<file path="src/rtl/fifo_pkg.sv">
// rtl/fifo_pkg.sv - shared constants and parameter sanity helpers for the flexible FIFO
package fifo_pkg;

   // Ceiling log2, usable in parameter and port-width expressions.
   function automatic int clog2(input int n);
      int r;
      r = 0;
      for (int i = 0; i < 31; i++) begin
         if ((1 << i) < n) r = i + 1;
      end
      return r;
   endfunction

   function automatic bit is_pow2(input int n);
      return (n >= 2) && ((n & (n - 1)) == 0);
   endfunction

   function automatic bit thresholds_ok(input int depth, input int af, input int ae);
      return (ae >= 0) && (ae < af) && (af <= depth);
   endfunction

endpackage

</file>
<file path="src/rtl/fifo_mem_2p.sv">
// rtl/fifo_mem_2p.sv - DATA_W x DEPTH storage, synchronous write, asynchronous read
module fifo_mem_2p
   import fifo_pkg::*;
#(
   parameter int DATA_W = 8,
   parameter int DEPTH  = 8,
   parameter int AW     = clog2(DEPTH)
) (
   input  logic              clk,
   input  logic              we,
   input  logic [AW-1:0]     waddr,
   input  logic [DATA_W-1:0] wdata,
   input  logic [AW-1:0]     raddr,
   output logic [DATA_W-1:0] rdata
);

   // Contents are deliberately not reset; only pointers define what is valid.
   logic [DATA_W-1:0] mem [0:DEPTH-1];

   always_ff @(posedge clk) begin
      if (we) mem[waddr] <= wdata;
   end

   assign rdata = mem[raddr];

endmodule

</file>
<file path="src/rtl/sync_fifo_flex.sv">
// rtl/sync_fifo_flex.sv - single-clock FIFO with thresholds, fill level, sticky errors and optional FWFT
module sync_fifo_flex
   import fifo_pkg::*;
#(
   parameter int DATA_W    = 8,
   parameter int DEPTH     = 8,
   parameter int AF_THRESH = 6,
   parameter int AE_THRESH = 2,
   parameter int FWFT      = 0
) (
   input  logic                  clk,
   input  logic                  reset,
   input  logic                  wr_en,
   input  logic [DATA_W-1:0]     wr_data,
   output logic                  full,
   output logic                  almost_full,
   input  logic                  rd_en,
   output logic [DATA_W-1:0]     rd_data,
   output logic                  rd_valid,
   output logic                  empty,
   output logic                  almost_empty,
   output logic [clog2(DEPTH):0] count,
   output logic                  overflow,
   output logic                  underflow,
   input  logic                  err_clr
);

   localparam int AW = clog2(DEPTH);
   localparam int CW = AW + 1;

   if (DATA_W < 1 || !is_pow2(DEPTH) || !thresholds_ok(DEPTH, AF_THRESH, AE_THRESH)) begin : g_param_check
      $error("sync_fifo_flex: illegal DATA_W/DEPTH/threshold parameters");
   end

   logic [AW-1:0]     wr_ptr;
   logic [AW-1:0]     rd_ptr;
   logic              wr_acc;
   logic              rd_acc;
   logic [DATA_W-1:0] mem_rdata;

   // A full FIFO rejects writes even when a read frees a slot in the same cycle.
   assign wr_acc = wr_en & ~full;
   assign rd_acc = rd_en & ~empty;

   assign full         = (count == CW'(DEPTH));
   assign empty        = (count == '0);
   assign almost_full  = (count >= CW'(AF_THRESH));
   assign almost_empty = (count <= CW'(AE_THRESH));

   fifo_mem_2p #(
      .DATA_W (DATA_W),
      .DEPTH  (DEPTH),
      .AW     (AW)
   ) u_mem (
      .clk   (clk),
      .we    (wr_acc),
      .waddr (wr_ptr),
      .wdata (wr_data),
      .raddr (rd_ptr),
      .rdata (mem_rdata)
   );

   always_ff @(posedge clk or negedge reset) begin
      if (!reset) begin
         wr_ptr <= '0;
         rd_ptr <= '0;
         count  <= '0;
      end else begin
         if (wr_acc) wr_ptr <= wr_ptr + AW'(1);
         if (rd_acc) rd_ptr <= rd_ptr + AW'(1);
         case ({wr_acc, rd_acc})
            2'b10:   count <= count + CW'(1);
            2'b01:   count <= count - CW'(1);
            default: count <= count;
         endcase
      end
   end

   // A new error event in the same cycle as err_clr keeps the flag set.
   always_ff @(posedge clk or negedge reset) begin
      if (!reset) begin
         overflow  <= 1'b0;
         underflow <= 1'b0;
      end else begin
         if (wr_en && full)      overflow <= 1'b1;
         else if (err_clr)       overflow <= 1'b0;
         if (rd_en && empty)     underflow <= 1'b1;
         else if (err_clr)       underflow <= 1'b0;
      end
   end

   if (FWFT != 0) begin : g_fwft
      // Head word is shown while non-empty; forced to zero when empty so reset reads as 0.
      assign rd_data  = empty ? '0 : mem_rdata;
      assign rd_valid = ~empty;
   end else begin : g_reg_read
      always_ff @(posedge clk or negedge reset) begin
         if (!reset) begin
            rd_data  <= '0;
            rd_valid <= 1'b0;
         end else begin
            rd_valid <= rd_acc;
            if (rd_acc) rd_data <= mem_rdata;
         end
      end
   end

endmodule

</file>
<file path="config.mk">
export PLATFORM = sky130hd
export DESIGN_NAME = sync_fifo_flex
export DESIGN_NICKNAME = d
export VERILOG_FILES = /design/src/rtl/fifo_pkg.sv /design/src/rtl/fifo_mem_2p.sv /design/src/rtl/sync_fifo_flex.sv
export SDC_FILE = /design/constraint.sdc
export NUM_CORES = 1
export LEC_CHECK = 0
export ABC_AREA = 1
export CORE_ASPECT_RATIO = 1.1
export CORE_MARGIN = 2
export CORE_UTILIZATION = 30
export DETAILED_ROUTE_END_ITERATION = 10
export GPL_TIMING_DRIVEN = 0
export HOLD_SLACK_MARGIN = 0.06
export PLACE_DENSITY_LB_ADDON = 0.08
export SYNTH_ARGS = -nofsm -noshare
export SYNTH_HDL_FRONTEND = slang
export SYNTH_SLANG_ARGS = --single-unit
</file>
<file path="constraint.sdc">
create_clock -name clk -period 3.9 [get_ports clk]
set_input_delay 0.39 -clock clk [delete_from_list [all_inputs] [get_ports clk]]
set_output_delay 0.39 -clock clk [all_outputs]
set_load 0.01 [all_outputs]
</file>
* Word-level counts from Yosys, hierarchy flattened *
Memory sizes are Yosys's and may differ from the RTL's. A register that Yosys moved wholly into a read port is not among the register bits.
Index checks and enable logic that the tools add are counted.

cells by class
  $add $sub $neg = 4
  order comparisons = 2
  equality and inequality tests = 3
  mux-type cells = 6
  bitwise operators = 4
  reduce and logical (&&, ||, !) cells = 7

operators with widths
  operator               count
  $pmux W4 S2            1
  $add A3 B1 Y3 const B  2
  $reduce_bool A2 Y1     3
  $mux W1                5
  $add A4 B1 Y4 const B  1
  $eq A4 B4 Y1 const B   1
  $ge A4 B3 Y1 const B   1
  $le A4 B2 Y1 const B   1
  $logic_not A4 Y1       1
  $sub A4 B1 Y4 const B  1
  $and A1 B1 Y1          2
  $eq A2 B1 Y1 const B   1
  $eq A2 B2 Y1 const B   1
  $logic_and A1 B1 Y1    2
  $not A1 Y1             2
  $logic_not A1 Y1       1

storage, ports and cells
  bits in registers = 13
  RAM bits = 64
  input bits = 13
  output and inout port bits = 19
  word-level logic and storage cells = 33
  memories = 1

memory list
  name       depth  bits a word  read ports  clocked after memory_dff  write ports  line               source
  u_mem.mem  8      8            1           1                         1            fifo_mem_2p.sv:18  logic [DATA_W-1:0] mem [0:DEPTH-1];

* Depth between registers and ports, before layout *
  word-level depth = 5
  depth in mapped cells = 14
  mapped depth without buffers = 13

* Modules after synthesis *
A second synthesis with hierarchy kept.

second synthesis, totals
  cell total of the unflattened synthesis = 406
  area, all modules = 3886.2 µm²

by module, submodules not included
  module          times used  cells each  area an instance (µm²)  sequential area each (µm²)
  fifo_mem_2p     1           295         2890.3                  1921.8
  sync_fifo_flex  1           111         996.0                   525.5

* Least setup slack after synthesis *
OpenSTA, ideal clock, no wires.

  path type = flip-flop to flip-flop
  start = register count[3]
  end = register count[2]
  library setup time = 129 ps
  arrival = 1891 ps
  required time = 3771 ps
  path slack = 1879 ps
  stages on the path, launching flop included = 13
  path buffers = 1
  clock period less this slack = 2021 ps
  path through = dfrtp_1 -> nor2_2 -> nand2_2 -> nand2_4 -> inv_6 -> buf_12 -> ha_1 -> nor2_1 -> nor2_1 -> ha_1 -> a21oi_1 -> xor2_1 -> o21ai_0

between the ends
  cells in the longest elaborated chain, start to end = 5
  elaborated cells on any way between the ends = 10
  those cells by class = eq/ne (3); mux (1); bitwise (4); reduce/logical (2)

RTL lines
  item                                                      line                  source
  start: declaration                                        sync_fifo_flex.sv:22  output logic [clog2(DEPTH):0] count,
  start signal: assignment                                  sync_fifo_flex.sv:72  2'b10: count <= count + CW'(1);
  start signal: assignment                                  sync_fifo_flex.sv:73  2'b01: count <= count - CW'(1);
  start signal: assignment                                  sync_fifo_flex.sv:74  default: count <= count;
  $logic_not A4 Y1 *                                        sync_fifo_flex.sv:46  assign empty = (count == '0);
  $not A1 Y1 *                                              sync_fifo_flex.sv:43  assign rd_acc = rd_en & ~empty;
  $and A1 B1 Y1 *                                           sync_fifo_flex.sv:43
  via rd_acc                                                sync_fifo_flex.sv:38  logic rd_acc;
  $eq A2 B1 Y1 / $eq A2 B2 Y1 (equally long branches)       sync_fifo_flex.sv:71  case ({wr_acc, rd_acc})
  $pmux W4 S2 / $reduce_bool A2 Y1 (equally long branches)  -

Mark *: on every way through the listed nets, which the timed path passes. The rest lies on a longest branch.
A chain may end at the register's enable or synchronous reset.

* Worst setup path after layout *
Same ends and word-level chain as after synthesis.

==> out/summary.txt <==
Status -> finished clean
# H-tree levels -> 3
Vias -> 2327
CTS Buf Count -> 9
Clock latency on the worst-skew pair -> 340 ps
Post-CTS Hold Buffers -> 0
Root Buffer -> clkbuf_16
Top-level I/O count -> 32
Total GRT Usage -> 14.58%
Design area -> 4370 um^2
Crit start category -> flip-flop
Core area -> 11590 um^2
Pwr dens -> 777.5 nW/um^2
WS Path Type -> reg2reg
Post-Syn Nets -> 335
Sw Share -> 36.50%
Mean Syn Cell Area -> 11.36 um^2
Initial core utilization -> 31.06%
Max-slew violation count -> 0
Final min period -> 2190 ps
Register bit total from synthesis -> 85
Share of layout cells above drive strength 1 -> 12.36%
Die area -> 12900 um^2
FP Rows -> 41
Post-route ant nets -> 0
Count leader, synth -> nor2_1
Worst-path maximum fanout -> 12
Clk buf depth -> 2
Asr flop ratio synth -> 24.71%
Most area-consuming cells after synthesis -> edfxtp_1, dfrtp_1, nor2_1, o21ai_0, nand2_1
Clock Pin Slew Worst Setup and Hold Paths -> 70 ps
Synth top area share -> 53.37%
Post-synthesis sequential area ratio -> 67.96%
Fin. Hold Viols -> 0
Layout Skew -> 6.967 ps
Total negative setup slack -> 0 ps
Final HPWL DP -> 5567 um
Clock sink count -> 85
Area leader, netlist -> edfxtp_1
Post-CTS resize count -> 0
Post-synth cell types -> 25
Antenna violations before repair -> 0
Worst slew margin -> 35.18%
Vias in the first global route -> 2353
CTS tree -> built
Routed vias/inst -> 4.527
Filler cell count -> 1179
Worst-Margin Slew -> 968.8 ps
HP Class -> reg2reg
Initial DRC Count -> 127
CP Data Required Time -> 4150 ps
Endpoint class of the critical path -> flip-flop
Ys flop type -> edfxtp_1
Synth cell count leaders -> nor2_1, edfxtp_1, nand2_1
Internal power -> 2.158 mW
Nets -> 377
Max VDD drop -> 205.7 uV
Psw -> 1.240 mW
WL per Instance -> 16.40 um
Final setup vio count -> 0
I/O Buffers -> 31
Reg power frac -> 38.2%
Grt total ovfl -> 0
Comb power frac -> 38.8%
Yosys warning count -> 0
Layout area overhead -> 21.37%
Post-synth EDFFs -> 64
Chip Width -> 108.5 um
Final period util -> 56.17%
DRC -> 0
Largest net degree at the start of global routing -> 22
Clock Power Share -> 23.0%
RSZ-0062 raised after global routing -> no
CP arrival -> 2450 ps
First-pass GRT wire length -> 13480 um
Detailed Routing Iterations Pass 1 -> 4
N_diodes -> 0
Post CTS Setup Buffer Count -> 0
Post-Route WL -> 8430 um
Placer Congestion -> 0.7360
Leakage -> 1.668 nW
Synthesized area -> 3601 um^2
Mapped Cells -> 317
Fmax -> 0.4565 GHz
Max-cap viol count -> 0
Die extent in y -> 118.9 um
Dpl cell area -> 4099 um^2
-- through the flow --
| step | std cells | worst slack [ps] | power, mW | utilization (%) | hold slack [ps] |
|---|---|---|---|---|---|
| 2_1_floorplan | 317 | 1879 | 2.129 | - | 94.41 |
| 3_3_place_gp | 498 | 1492 | 2.653 | 35.36 | 464.5 |
| 3_5_place_dp | 498 | 1453 | 2.669 | 35.36 | 471.5 |
| 4_1_cts | 514 | 1684 | 3.456 | 37.70 | 489.3 |
| 5_1_grt | 514 | 1506 | 3.670 | 37.70 | 532.9 |
| 6_report | 514 | 1710 | 3.398 | 37.70 | 481.9 |
-- cell type report --
class	instances	area [um^2]	area share, %
Buffer	12	93.84	2.147
Clock buffer	12	246.5	5.640
Clock inverter	4	25.02	0.5726
Inverter	17	68.82	1.575
Multi-Input combinational cell	203	991.0	22.67
Sequential cell	85	2447	56.00
Tap cell	150	187.7	4.294
Timing Repair Buffer	31	310.3	7.100
-- path summary, 6_finish.rpt --
path                                 start    endpoint  slack [ps]  cells past startpoint
min in group asynchronous            reset    count[0]         580                      1
worst min register to register  rd_data[5]  rd_data[5]         480                      2
worst max-delay path              count[3]    count[2]        1710                     13
worst max register to register    count[3]    count[2]        1710                     13
max in group asynchronous            reset  rd_data[2]        2740                      1
worst min-delay path            rd_data[5]  rd_data[5]         480                      2
-- registers in the layout, summed over array words and instances, names as in the netlist --
| name | count |
|---|---|
| count | 4 |
| overflow | 1 |
| rd_data | 8 |
| rd_ptr | 3 |
| rd_valid | 1 |
| u_mem.mem | 64 |
| underflow | 1 |
| wr_ptr | 3 |
-- worst max-delay path, stage by stage, from the launching register on --
cell	delay, ps
dfrtp_1	460
nor2_2	190
nand2_2	100
nand2_4	160
inv_6	50
buf_12	150
ha_1	230
nand2_1	70
inv_1	40
nor2_1	130
ha_1	160
a21oi_1	40
xor2_1	170
o21ai_0	140
-- power by group through the flow --
stage,clock [mW],sequential (mW),combinational [mW]
detailed placement,0,1.32,1.35
finish,0.782,1.30,1.32
global placement,0,1.31,1.34
CTS,0.802,1.30,1.35
floorplan,0,1.33,0.802
global route,0.843,1.33,1.50
-- layout by cell type (no fill, tap or decap), types with 2 or more instances in the layout --
cell type / n
nor2_1: 76
edfxtp_1: 64
nand2_1: 43
o21ai_0: 37
clkdlybuf4s50_1: 31
dfrtp_1: 21
nand3_1: 19
inv_1: 13
nand3_2: 9
clkbuf_16: 9
buf_4: 5
ha_1: 5
xor2_1: 4
clkbuf_2: 3
nor2_2: 2
nand2_2: 2
inv_2: 2
buf_2: 2
xnor2_1: 2
clkinvlp_4: 2
clkinv_2: 2
clkbuf_1: 2
-- routing by layer --
layer / track usage, % / vias up / wire length, um
met2: 23.79 / 48 / 4073
met4: 5.288 / 0 / 138
li1: - / 1155 / -
met1: 18.86 / 1113 / 3856
met5: 0 / - / 0
met3: 3.229 / 11 / 362
-- kinds of logic (layout without fill, tap and decap cells) --
kind of cell	count (synthesis)	count (layout)	synth area share, %
buffers and inverters	29	76	4.517
XOR/XNOR	6	6	1.459
AND/OR/NAND/NOR	153	153	18.80
adder cells (fa/ha/maj)	5	5	1.737
flip-flops	85	85	67.96
AO/OA/AOI/OAI	39	39	5.525
No activity file was read; power rests on OpenSTA's default activity.
